===== src/rtl/score_display.sv =====
// score_display: BCD score counter with seven-segment glyph renderer.
// Registered RGB and s_on for the playfield colour mux.
module score_display #(
  parameter int          DIGITS   = 2,
  parameter int          X0       = 720,
  parameter int          Y0       = 50,
  parameter int          T        = 5,
  parameter int          L        = 15,
  parameter int          GAP      = 5,
  parameter logic [11:0] FG       = 12'hFFF,
  parameter bit          WRAP     = 1'b1,
  parameter bit          BLANK_LZ = 1'b0
) (
  input  logic                  clk,
  input  logic                  reset,
  input  logic [15:0]           Hcount,
  input  logic [15:0]           Vcount,
  input  logic                  score_inc,
  input  logic                  score_clr,
  output logic [3:0]            s_red,
  output logic [3:0]            s_green,
  output logic [3:0]            s_blue,
  output logic                  s_on,
  output logic [4*DIGITS-1:0]   score_bcd,
  output logic                  max_flag
);

  typedef logic [16:0] c17_t;

  localparam int   W     = 2*T + L;
  localparam int   H     = 3*T + 2*L;
  localparam int   PITCH = W + GAP;
  localparam int   NB    = 4*DIGITS;

  localparam c17_t CT   = c17_t'(T);
  localparam c17_t CTL  = c17_t'(T + L);
  localparam c17_t CW   = c17_t'(W);
  localparam c17_t C2TL = c17_t'(2*T + L);
  localparam c17_t C2T2 = c17_t'(2*T + 2*L);
  localparam c17_t CH   = c17_t'(H);
  localparam c17_t CY0  = c17_t'(Y0);

  // Lit segments {a,b,c,d,e,f,g} for a BCD digit.
  function automatic logic [6:0] seg_decode(input logic [3:0] d);
    logic [6:0] s;
    case (d)
      4'd0:    s = 7'b1111110;
      4'd1:    s = 7'b0110000;
      4'd2:    s = 7'b1101101;
      4'd3:    s = 7'b1111001;
      4'd4:    s = 7'b0110011;
      4'd5:    s = 7'b1011011;
      4'd6:    s = 7'b1011111;
      4'd7:    s = 7'b1110000;
      4'd8:    s = 7'b1111111;
      4'd9:    s = 7'b1111011;
      default: s = 7'b0000000;
    endcase
    return s;
  endfunction

  // Which segment region {a..g} a local glyph coordinate falls in.
  function automatic logic [6:0] seg_region(input c17_t x, input c17_t y);
    logic xl, xm, xr, y0, y1, y2, y3, y4;
    xl = (x < CT);
    xm = (x >= CT) && (x < CTL);
    xr = (x >= CTL) && (x < CW);
    y0 = (y < CT);
    y1 = (y >= CT) && (y < CTL);
    y2 = (y >= CTL) && (y < C2TL);
    y3 = (y >= C2TL) && (y < C2T2);
    y4 = (y >= C2T2) && (y < CH);
    return {xm & y0, xr & y1, xr & y3, xm & y4,
            xl & y3, xl & y1, xm & y2};
  endfunction

  logic          inc_q, inc_d;
  logic          pulse_q, pulse_d;
  logic [NB-1:0] score_q, score_d;
  logic [11:0]   rgb_q, rgb_d;
  logic          on_q, on_d;

  logic [3:0]    dig [DIGITS];
  logic [DIGITS-1:0] blank;
  logic          all9;
  logic          carry;
  c17_t          lx [DIGITS];
  c17_t          ly;

  // Split score into digits; find all-9s and leading-zero blanking.
  always_comb begin
    logic lead;
    all9  = 1'b1;
    lead  = 1'b1;
    blank = '0;
    for (int k = 0; k < DIGITS; k++) begin
      dig[k] = score_q[4*(DIGITS-1-k) +: 4];
      all9   = all9 & (dig[k] == 4'd9);
      lead   = lead & (dig[k] == 4'd0);
      blank[k] = BLANK_LZ && lead && (k != DIGITS-1);
    end
  end

  // Edge detect and BCD increment; clear wins and cancels a pending event.
  always_comb begin
    inc_d   = score_inc;
    pulse_d = score_inc & ~inc_q & ~score_clr;
    score_d = score_q;
    carry   = 1'b0;
    if (score_clr) begin
      score_d = '0;
    end else if (pulse_q) begin
      if (all9 && !WRAP) begin
        score_d = score_q;
      end else begin
        carry = 1'b1;
        for (int k = DIGITS-1; k >= 0; k--) begin
          if (carry) begin
            if (dig[k] == 4'd9) begin
              score_d[4*(DIGITS-1-k) +: 4] = 4'd0;
            end else begin
              score_d[4*(DIGITS-1-k) +: 4] = dig[k] + 4'd1;
              carry = 1'b0;
            end
          end
        end
      end
    end
  end

  // Per-pixel glyph hit test against every drawn digit box.
  always_comb begin
    logic hit;
    hit  = 1'b0;
    on_d = 1'b0;
    ly   = {1'b0, Vcount} - CY0;
    for (int k = 0; k < DIGITS; k++) begin
      lx[k] = {1'b0, Hcount} - c17_t'(X0 + k*PITCH);
      if (!blank[k] && (lx[k] < CW) && (ly < CH)) begin
        on_d = 1'b1;
        if (|(seg_region(lx[k], ly) & seg_decode(dig[k])))
          hit = 1'b1;
      end
    end
    rgb_d = hit ? FG : 12'h000;
  end

  // State and registered pixel outputs.
  always_ff @(posedge clk or negedge reset) begin
    if (!reset) begin
      inc_q   <= 1'b0;
      pulse_q <= 1'b0;
      score_q <= '0;
      rgb_q   <= 12'h000;
      on_q    <= 1'b0;
    end else begin
      inc_q   <= inc_d;
      pulse_q <= pulse_d;
      score_q <= score_d;
      rgb_q   <= rgb_d;
      on_q    <= on_d;
    end
  end

  assign s_red     = rgb_q[11:8];
  assign s_green   = rgb_q[7:4];
  assign s_blue    = rgb_q[3:0];
  assign s_on      = on_q;
  assign score_bcd = score_q;
  assign max_flag  = all9;

endmodule


===== config.mk =====
export PLATFORM = sky130hd
export DESIGN_NAME = score_display
export DESIGN_NICKNAME = d
export VERILOG_FILES = /design/src/rtl/score_display.sv
export SDC_FILE = /design/constraint.sdc
export NUM_CORES = 1
export LEC_CHECK = 0
export BUFFER_PORTS_ARGS = -buffer_cell sky130_fd_sc_hd__buf_2
export CAP_MARGIN = 20
export CELL_PAD_IN_SITES_DETAIL_PLACEMENT = 2
export CELL_PAD_IN_SITES_GLOBAL_PLACEMENT = 2
export CORE_MARGIN = 5
export CORE_UTILIZATION = 32
export DETAILED_ROUTE_END_ITERATION = 12
export MAX_ROUTING_LAYER = met4
export PLACE_DENSITY_LB_ADDON = 0.12
export SKIP_CTS_REPAIR_TIMING = 1
export SYNTH_ARGS = -nofsm -noshare
export SYNTH_HDL_FRONTEND = slang
export SYNTH_SLANG_ARGS = --single-unit

===== constraint.sdc =====
create_clock -name clk -period 5.11 [get_ports clk]
set_input_delay 1.022 -clock clk [delete_from_list [all_inputs] [get_ports clk]]
set_output_delay 1.022 -clock clk [all_outputs]
set_load 0.03 [all_outputs]

==> flow_summary.ini, run 1 <==
[die]
die_h_um = 92.5
ios = 58
dieArea_sq_um = 8550
core_area_sq_um = 6720
start_util = 0.324
chipWidth_um = 92.5
rows = 30

[route]
wl_per_cell_um = 16.6
drt_first_pass_iters = 4
initialDrtViolationCount = 64
wirelength_um = 7030
drcViolationCount = 0
viasPerCell = 5.49
postRouteAntennaNets = 0
vias = 2329

[placement]
post-dp-hpwl_um = 5750
gp_congestion = 0.842
place_inst = 420
io_buffers = 57

[worst_setup_path]
r2r_slack_ns = 2.80
cp_common_cell = o21ai_1
cp_slowest_cell = or4_1
cp_slowest_stage_delay_ns = 0.40
required_ns = 5.25
crit_start = Hcount[4]
crit_chain = buf_2 > inv_2 > ha_1 > a41oi_4 > nor3b_2 > or4_1 > o21ai_1 > nand3_1 > nor4b_2 > o21ai_1 > a2111oi_2
crit_path_end_kind = flip-flop
critPathMaxFanout = 7
crit_cells = 11
worstReg2RegStart = score_bcd[5]$_DFFE_PN0P_
cpLargestDelayFamily = simple AND/OR/NAND/NOR gates
path_buf_inv = 2
crit_path_start_kind = primary input
critPathKind = primary input to flip-flop
r2r_cells = 10
reg2reg_to = rgb_q[10]$_DFF_PN0_
crit_arrival_ns = 3.20

[yosys]
yosysWarnings = 0
ys_top_cells_by_count = nor2_1, ha_1, nand2_1
synth_edf_count = 0
synth_xor_area_frac = 0.0322
netlist_area_sq_um = 2180
synth_top_area_share = 0.138
syn-num-nets = 360
seq_area_frac_synth = 0.138
async_reset_ff_frac = 1.00
synthAdderAreaFrac = 0.138
muxShareOfSynthArea = 0.0305
yosysTopAreaCell = dfrtp_1
synth_compound_area_frac = 0.252
netlist_top_cells_area = dfrtp_1, ha_1, nor2_1
synth-simple-area-share = 0.325
synth_ff_type = dfrtp_1
synth_seq_cells = 12
syn_avg_cell_area_sq_um = 7.25
synth_cell_types = 57
synth_top_family_by_area = simple AND/OR/NAND/NOR gates
yosysMostFrequentCell = nor2_1
netlist_instances = 300

[cts]
clk_pin_slew_ns = 0.06
tritoncts = done
clk_latency_ns = 0.25
cts_root_buffer = clkbuf_8
cts_buffers = 3
cts_max_level = 1
clockBufferDepth = 2
clkSinkCount = 12

[global_route]
track_usage = 0.169
grt_pass1_wl_um = 11800
grt_max_degree = 17
antenna_found_initial = 0
gr-total-overflow = 0
grt_pass1_vias = 2438

[job]
max-cap-violations = 0

[outcome]
status = complete, no violations

[power_and_ir_drop]
total_power_w = 0.000376
swShare = 0.392
power.share.sequential = 0.285
p_per_area_nw_per_um2 = 150
irDropWorstVdd_uv = 121
comb_power_share = 0.426
cellInternalPower_w = 0.000229
clockPowerShare = 0.289
p_leak_nw = 1.08
switching_power_w = 0.000148

[timing]
drv_slew = 0
max_freq_mhz = 327
fin_crit_ns = 3.06
period_share = 0.599
max_slew_margin = 0.626
timing.setup.tns_ns = 0
tightest_slew_ns = 0.557
clock_skew_ns = 0.00290
setup_viol = 0
holdWs_ns = 0.403
rsz0062_at_grt = no
hold_viol = 0

[cells_and_area]
final_nets = 405
final_cells = 424
area_growth_pct = 15.1
drive_gt1_frac = 0.230
antenna_cells = 0

[worst_hold_path]
hold-path-endpoint = pulse_q$_DFF_PN0_
worstHoldStart = inc_q$_DFF_PN0_
hold_class = flip-flop to flip-flop
min_path_cells = 1
## per-stage QoR
step	util	setup slack, ns	instance area, sq um
finish	0.373	2.05	2500
global route	0.373	1.79	2500
CTS	0.373	2.03	2500
detailed placement	0.365	1.77	2450
global placement	0.365	1.83	2450
floorplan	-	2.16	2180
## cell type report
type | instances | area, sq um
clock buffer | 4 | 55.1
fill | 842 | 4210
inverter | 17 | 63.8
multi-input combinational | 253 | 1690
sequential | 12 | 300
tap | 80 | 100
timing repair buffer | 58 | 293
## cells by family (layout without fill, tap and decap cells)
logic type               after synthesis  in the layout
flip-flops                            12             12
AND/OR/NAND/NOR                      133            133
buffers and inverters                 35             79
multiplexers                           6              6
adder cells (fa/ha/maj)               24             24
XOR/XNOR                               8              8
AO/OA/AOI/OAI                         82             82
## layer usage
layer / GRT usage / vias to the layer above / part of all wire
met2: 0.298 / 26 / 0.51
met5: - / - / 0
met1: 0.211 / 1129 / 0.46
li1: - / 1170 / -
met4: 0.0260 / 0 / 0.0064
met3: 0.0195 / 4 / 0.026
## power groups by stage
stage	sequential [W]	combinational [W]	clock, W
after floorplan	0.000112	0.0000973	0
after global placement	0.000109	0.000158	0
after detailed placement	0.000109	0.000161	0
after CTS	0.000108	0.000162	0.000111
after global routing	0.000109	0.000180	0.000116
final	0.000107	0.000160	0.000109
## cells in the final DEF (no fill, tap or decap), types with 3 or more instances in the layout
master      n
buf_2      57
nor2_1     31
nand2_1    24
ha_1       24
o21ai_0    23
a21oi_1    21
nor3_1     17
inv_1      14
nand3_1    13
dfrtp_1    12
nor2b_1    10
nand2b_1    8
xnor2_1     6
o21ai_1     5
a31oi_1     5
o31ai_1     5
nor3b_1     4
nand3b_1    4
mux2_2      4
clkbuf_8    4
inv_2       3
or3_1       3
and3_1      3
o2111ai_1   3
nor4_1      3
## worst max-delay path by stage
| stage | to |
|---|---|
| finish | s_on$_DFF_PN0_ |
| global route | s_on$_DFF_PN0_ |
| CTS | s_on$_DFF_PN0_ |
| detailed placement | s_on$_DFF_PN0_ |
| global placement | s_on$_DFF_PN0_ |
| floorplan | rgb_q[10]$_DFF_PN0_ |
## state kept, by name (all words and copies together) (netlist names)
name / count
score_bcd: 8
inc_q: 1
pulse_q: 1
rgb_q: 1
s_on: 1
Power figures use the tool's default switching activity.
==> inputs of run 2 (changes only) <==
--- a/config.mk
+++ b/config.mk
@@ -10,7 +10,7 @@
 export CELL_PAD_IN_SITES_DETAIL_PLACEMENT = 2
 export CELL_PAD_IN_SITES_GLOBAL_PLACEMENT = 2
 export CORE_MARGIN = 5
-export CORE_UTILIZATION = 32
+export CORE_UTILIZATION = 29
 export DETAILED_ROUTE_END_ITERATION = 12
 export MAX_ROUTING_LAYER = met4
 export PLACE_DENSITY_LB_ADDON = 0.12
==> constraint.sdc (replaced) <==
create_clock -name clk -period 3.07 [get_ports clk]
set_input_delay 0.614 -clock clk [delete_from_list [all_inputs] [get_ports clk]]
set_output_delay 0.614 -clock clk [all_outputs]
set_load 0.03 [all_outputs]
==> run 2 against run 1 <==
Net effect: critical path depth unchanged; die area up 9.2%; global-route usage fell by 1.4 points; sequential share of layout area decreased by 0.15 points; cell count rose by 4.7%; total power increased by 65%; setup slack worse by 1.7 ns; wire length rose by 1.8%; count of clock-buffer cells in the layout did not move; critical endpoint unchanged; largest cell class unchanged.
==> flow_summary.ini, run 2 (synthesis gave the netlist of run 1 again) <==
[route]
drcViolationCount = 0
initialDrtViolationCount = 46
wl_per_cell_um = 16.1
drt_first_pass_iters = 4
vias = 2340
postRouteAntennaNets = 0
wirelength_um = 7150
viasPerCell = 5.27

[cts]
cts_max_level = 1
clk_latency_ns = 0.25
tritoncts = done
clkSinkCount = 12
cts_root_buffer = clkbuf_8
cts_buffers = 3
clk_pin_slew_ns = 0.05
clockBufferDepth = 2

[worst_setup_path]
crit_arrival_ns = 2.85
cp_slowest_cell = or4_1
cp_common_cell = o21ai_1
cp_slowest_stage_delay_ns = 0.40
path_buf_inv = 2
critPathKind = primary input to flip-flop
crit_chain = buf_2 > inv_2 > ha_1 > a41oi_4 > nor3b_2 > or4_1 > o21ai_1 > nand3_1 > nor4b_2 > o21ai_1 > a2111oi_2
required_ns = 3.20
crit_path_start_kind = primary input
crit_path_end_kind = flip-flop
critPathMaxFanout = 7
cpLargestDelayFamily = simple AND/OR/NAND/NOR gates

[global_route]
grt_pass1_vias = 2471
grt_max_degree = 17
track_usage = 0.155
gr-total-overflow = 0
grt_pass1_wl_um = 12200
antenna_found_initial = 0

[die]
core_area_sq_um = 7290
start_util = 0.298
die_h_um = 96.6
dieArea_sq_um = 9340
ios = 58
rows = 31
chipWidth_um = 96.6

[cells_and_area]
register_area_sq_um = 300
utilization = 0.348
largest_register_ffs = 8
area_growth_pct = 16.6
drive_gt1_frac = 0.232
mostFrequentLayoutCells = buf_2, nor2_1, nand2_1, ha_1, o21ai_0
antenna_cells = 0
final_common_cell = buf_2
multi_input_area_sq_um = 1690
final_nets = 406
final_area_sq_um = 2540
n_fill_cell = 948

[power_and_ir_drop]
comb_power_share = 0.430
p_per_area_nw_per_um2 = 245
clockPowerShare = 0.283
cellInternalPower_w = 0.000382
swShare = 0.386
irDropWorstVdd_uv = 151
power.share.sequential = 0.287
switching_power_w = 0.000240
p_leak_nw = 1.08

[timing]
tightest_slew_ns = 0.527
max_slew_margin = 0.646
fin_crit_ns = 2.72
rsz0062_at_grt = no
hold_viol = 0
max_freq_mhz = 368
drv_slew = 0
setup_viol = 0
period_share = 0.885
timing.setup.tns_ns = 0
clock_skew_ns = 0.00149

[placement]
post-dp-hpwl_um = 5910
io_buffers = 57
gp_congestion = 0.803
dpl_cell_area_sq_um = 2480

[job]
max-cap-violations = 0

[worst_hold_path]
hold_class = primary input to async pin

[outcome]
status = complete, no violations
[run 2: changes by cell type in the layout (fill, tap and decap cells not counted), sizes merged]
cell / change
buf: +1
[run 2: final cells by class]
| class | instances | share of cell area |
|---|---|---|
| tap | 99 | 0.0488 |
| timing repair buffer | 59 | 0.118 |
| clock buffer | 4 | 0.0217 |
| multi-input combinational | 253 | 0.667 |
| inverter | 17 | 0.0252 |
| sequential | 12 | 0.118 |
[run 2: routing by layer]
layer  GRT usage  up-vias  share of wire
met5           -        -              0
met1       0.195     1134           0.46
li1            -     1172              -
met3      0.0223        4          0.026
met2       0.268       30           0.50
met4      0.0259        0         0.0071
[run 2: final timing paths]
check | from | slack [ns] | end | cells after the start
setup / recovery | Hcount[4] | 0.35 | s_on$_DFF_PN0_ | 11
hold / removal | reset | 0.24 | s_on$_DFF_PN0_ | 1
setup reg to reg | score_bcd[5]$_DFFE_PN0P_ | 0.70 | rgb_q[10]$_DFF_PN0_ | 10
hold reg to reg | inc_q$_DFF_PN0_ | 0.40 | pulse_q$_DFF_PN0_ | 1
max in group asynchronous | reset | 2.60 | score_bcd[5]$_DFFE_PN0P_ | 1
min in group clk | inc_q$_DFF_PN0_ | 0.40 | pulse_q$_DFF_PN0_ | 1
[run 2: power by group through the flow]
stage / Sequential (W) / Clock, W / Combinational, W
finish: 0.000179 / 0.000176 / 0.000268
floorplan: 0.000187 / 0 / 0.000162
CTS: 0.000179 / 0.000184 / 0.000271
global route: 0.000181 / 0.000190 / 0.000301
detailed placement: 0.000182 / 0 / 0.000269
global placement: 0.000181 / 0 / 0.000265
[run 2: worst reg2reg max path: cells and delay by family, from the launching register on]
kind	cells	cell delay (ns)
AOI/OAI and AO/OA	7	1.28
adders and majority gates	1	0.31
buffers and inverters	1	0.13
DFF	1	0.50
and+or+nand+nor	1	0.08
[run 2: through the flow]
| step | setup slack [ns] | instances | hold slack, ns | power (W) |
|---|---|---|---|---|
| 2_1_floorplan | 0.532 | 300 | 0.318 | 0.000349 |
| 3_3_place_gp | 0.175 | 440 | 0.386 | 0.000446 |
| 3_5_place_dp | 0.0439 | 440 | 0.399 | 0.000450 |
| 4_1_cts | 0.297 | 444 | 0.249 | 0.000634 |
| 5_1_grt | 0.0971 | 444 | 0.255 | 0.000672 |
| 6_report | 0.352 | 444 | 0.244 | 0.000622 |
==> inputs of run 3 (changes only) <==
--- a/config.mk
+++ b/config.mk
@@ -5,6 +5,7 @@
 export SDC_FILE = /design/constraint.sdc
 export NUM_CORES = 1
 export LEC_CHECK = 0
+export ABC_AREA = 1
 export BUFFER_PORTS_ARGS = -buffer_cell sky130_fd_sc_hd__buf_2
 export CAP_MARGIN = 20
 export CELL_PAD_IN_SITES_DETAIL_PLACEMENT = 2
@@ -12,6 +13,7 @@
 export CORE_MARGIN = 5
 export CORE_UTILIZATION = 29
 export DETAILED_ROUTE_END_ITERATION = 12
+export GPL_TIMING_DRIVEN = 0
 export MAX_ROUTING_LAYER = met4
 export PLACE_DENSITY_LB_ADDON = 0.12
 export SKIP_CTS_REPAIR_TIMING = 1
==> run 3 against run 2 <==
Net effect: clock power increased by 3%; critical path depth increased by 5; clock skew increased by 0.0017 ns; core utilization increased by 0.29 points; sequential cell count unchanged; count of clock-buffer cells in the layout unchanged; hold slack got worse by 0.0016 ns; sequential power increased by 3%; wire length increased by 22%; via count increased by 30%; maximum frequency increased by 14%; sequential share of layout area decreased by 2.6 points; largest power group unchanged.
==> flow_summary.ini, run 3 <==
[placement]
io_buffers = 55
gp_congestion = 0.780
post-dp-hpwl_um = 7520

[route]
vias = 3034
postRouteAntennaNets = 0
initialDrtViolationCount = 95
wirelength_um = 8720
wl_per_cell_um = 13.7
viasPerCell = 4.79
drcViolationCount = 0
drt_first_pass_iters = 4

[global_route]
antenna_found_initial = 0
grt_pass1_wl_um = 15400
track_usage = 0.161
gr-total-overflow = 0
grt_max_degree = 13
grt_pass1_vias = 3256

[cts]
clk_latency_ns = 0.25
tritoncts = done
clkSinkCount = 12
clockBufferDepth = 2
cts_root_buffer = clkbuf_8
cts_buffers = 3
clk_pin_slew_ns = 0.06
cts_max_level = 1

[worst_setup_path]
critPathKind = primary input to flip-flop
critPathMaxFanout = 8
cpLargestDelayFamily = simple AND/OR/NAND/NOR gates
crit_cells = 16
cp_common_cell = nand2_1
crit_arrival_ns = 2.52
r2r_cells = 9
crit_chain = buf_2 > inv_2 > ha_1 > inv_1 > o21ai_2 > nand3_1 > nand2_1 > nand2_1 > nor2_1 > nand2_1 > a21oi_1 > nor2_1 > nand2_1 > nand2_1 > nor2_1 > nand2_1
cp_slowest_cell = o21ai_2
crit_path_start_kind = primary input
crit_path_end_kind = flip-flop
path_buf_inv = 3
required_ns = 3.20
cp_slowest_stage_delay_ns = 0.35

[yosys]
synth_top_area_share = 0.143
netlist_area_sq_um = 2750
synth_edf_count = 0
synth_ff_type = dfrtp_1
seq_area_frac_synth = 0.109
yosysTopAreaCell = nand2_1
synth_seq_cells = 12
ys_top_cells_by_count = nand2_1, inv_1, nor2_1
syn_avg_cell_area_sq_um = 6.16
yosysWarnings = 0
netlist_instances = 446
yosysMostFrequentCell = nand2_1
synth_cell_types = 44
netlist_top_cells_area = nand2_1, dfrtp_1, ha_1
async_reset_ff_frac = 1.00
syn-num-nets = 506

[timing]
drv_slew = 0
rsz0062_at_grt = no
max_slew_margin = 0.698
max_freq_mhz = 419
hold_viol = 0
timing.setup.tns_ns = 0
clock_skew_ns = 0.00318
period_share = 0.777
holdWs_ns = 0.243
tightest_slew_ns = 0.453
fin_crit_ns = 2.38
setup_viol = 0

[die]
core_area_sq_um = 9240
dieArea_sq_um = 11500
start_util = 0.297
die_h_um = 107
rows = 35
ios = 58
chipWidth_um = 107

[cells_and_area]
largest_register_ffs = 8
final_nets = 566
antenna_cells = 0
drive_gt1_frac = 0.281
final_common_cell = nand2_1
mostFrequentLayoutCells = nand2_1, buf_2, inv_1, nor2_1, nand3_1
n_fill_cell = 1188
utilization = 0.351
area_growth_pct = 17.9

[power_and_ir_drop]
p_per_area_nw_per_um2 = 225
p_leak_nw = 1.67
irDropWorstVdd_uv = 145

[outcome]
status = complete, no violations

[worst_hold_path]
hold_class = primary input to async pin

[job]
max-cap-violations = 0
==> run 3: cell count changes in the layout (fill, tap and decap cells not counted), moves of 13 or more <==
cell	previous run	this run
inv_1	14	50
nand2_1	24	105
nand2_2	0	16
nand3_1	13	44
nand4_1	0	13
nor2_1	31	45
==> run 3: area by class of cell <==
type | instances | area [sq um] | area share
tap | 129 | 161 | 0.0498
buffer | 14 | 96.3 | 0.0297
clock buffer | 4 | 55.1 | 0.0170
multi-input combinational | 358 | 2110 | 0.653
timing repair buffer | 55 | 275 | 0.0849
inverter | 62 | 238 | 0.0734
sequential | 12 | 300 | 0.0927
==> run 3: through the flow <==
step / area [sq um] / worst slack [ns] / total power (W) / cells
2_1_floorplan: 2750 / 0.910 / 0.000431 / 446
3_3_place_gp: 3190 / 0.487 / 0.000543 / 630
3_5_place_dp: 3190 / 0.410 / 0.000555 / 630
4_1_cts: 3240 / 0.669 / 0.000743 / 634
5_1_grt: 3240 / 0.416 / 0.000796 / 634
6_report: 3240 / 0.685 / 0.000729 / 634
==> run 3: worst reg2reg max path: cells and delay by family, from the launching register on <==
kind                       cells  cell delay (ns)
and+or+nand+nor                3             0.56
DFF                            1             0.42
buffers and inverters          3             0.41
AOI/OAI and AO/OA              2             0.27
adders and majority gates      1             0.19
==> run 3: per-layer routing <==
metal  share of wire  global-route usage  vias up
met5               0                   -        -
met4          0.0042              0.0189        0
met3           0.026              0.0114        4
met2            0.47               0.273       48
met1            0.50               0.219     1437
li1                -                   -     1545
==> run 3: path summary, 6_finish.rpt <==
path / startpoint / endpoint / slack (ns)
min: reset / inc_q$_DFF_PN0_ / 0.24
max in group asynchronous: reset / rgb_q[10]$_DFF_PN0_ / 2.60
min in group clk: inc_q$_DFF_PN0_ / pulse_q$_DFF_PN0_ / 0.39
max: Hcount[4] / rgb_q[10]$_DFF_PN0_ / 0.69
max reg2reg: score_bcd[1]$_DFFE_PN0P_ / score_bcd[7]$_DFFE_PN0P_ / 1.11
min reg2reg: inc_q$_DFF_PN0_ / pulse_q$_DFF_PN0_ / 0.39
==> run 3: power breakdown <==
part | internal, W | switching (W)
logic | 0.000123 | 0.000240
clock network | 0.000114 | 0.0000676
registers | 0.000169 | 0.0000167
==> run 3: cells by family after synthesis <==
logic type	after synthesis	share of synthesized area
AO/OA/AOI/OAI	53	0.120
XOR/XNOR	14	0.0446
adder cells (fa/ha/maj)	24	0.109
buffers and inverters	76	0.122
flip-flops	12	0.109
AND/OR/NAND/NOR	267	0.495
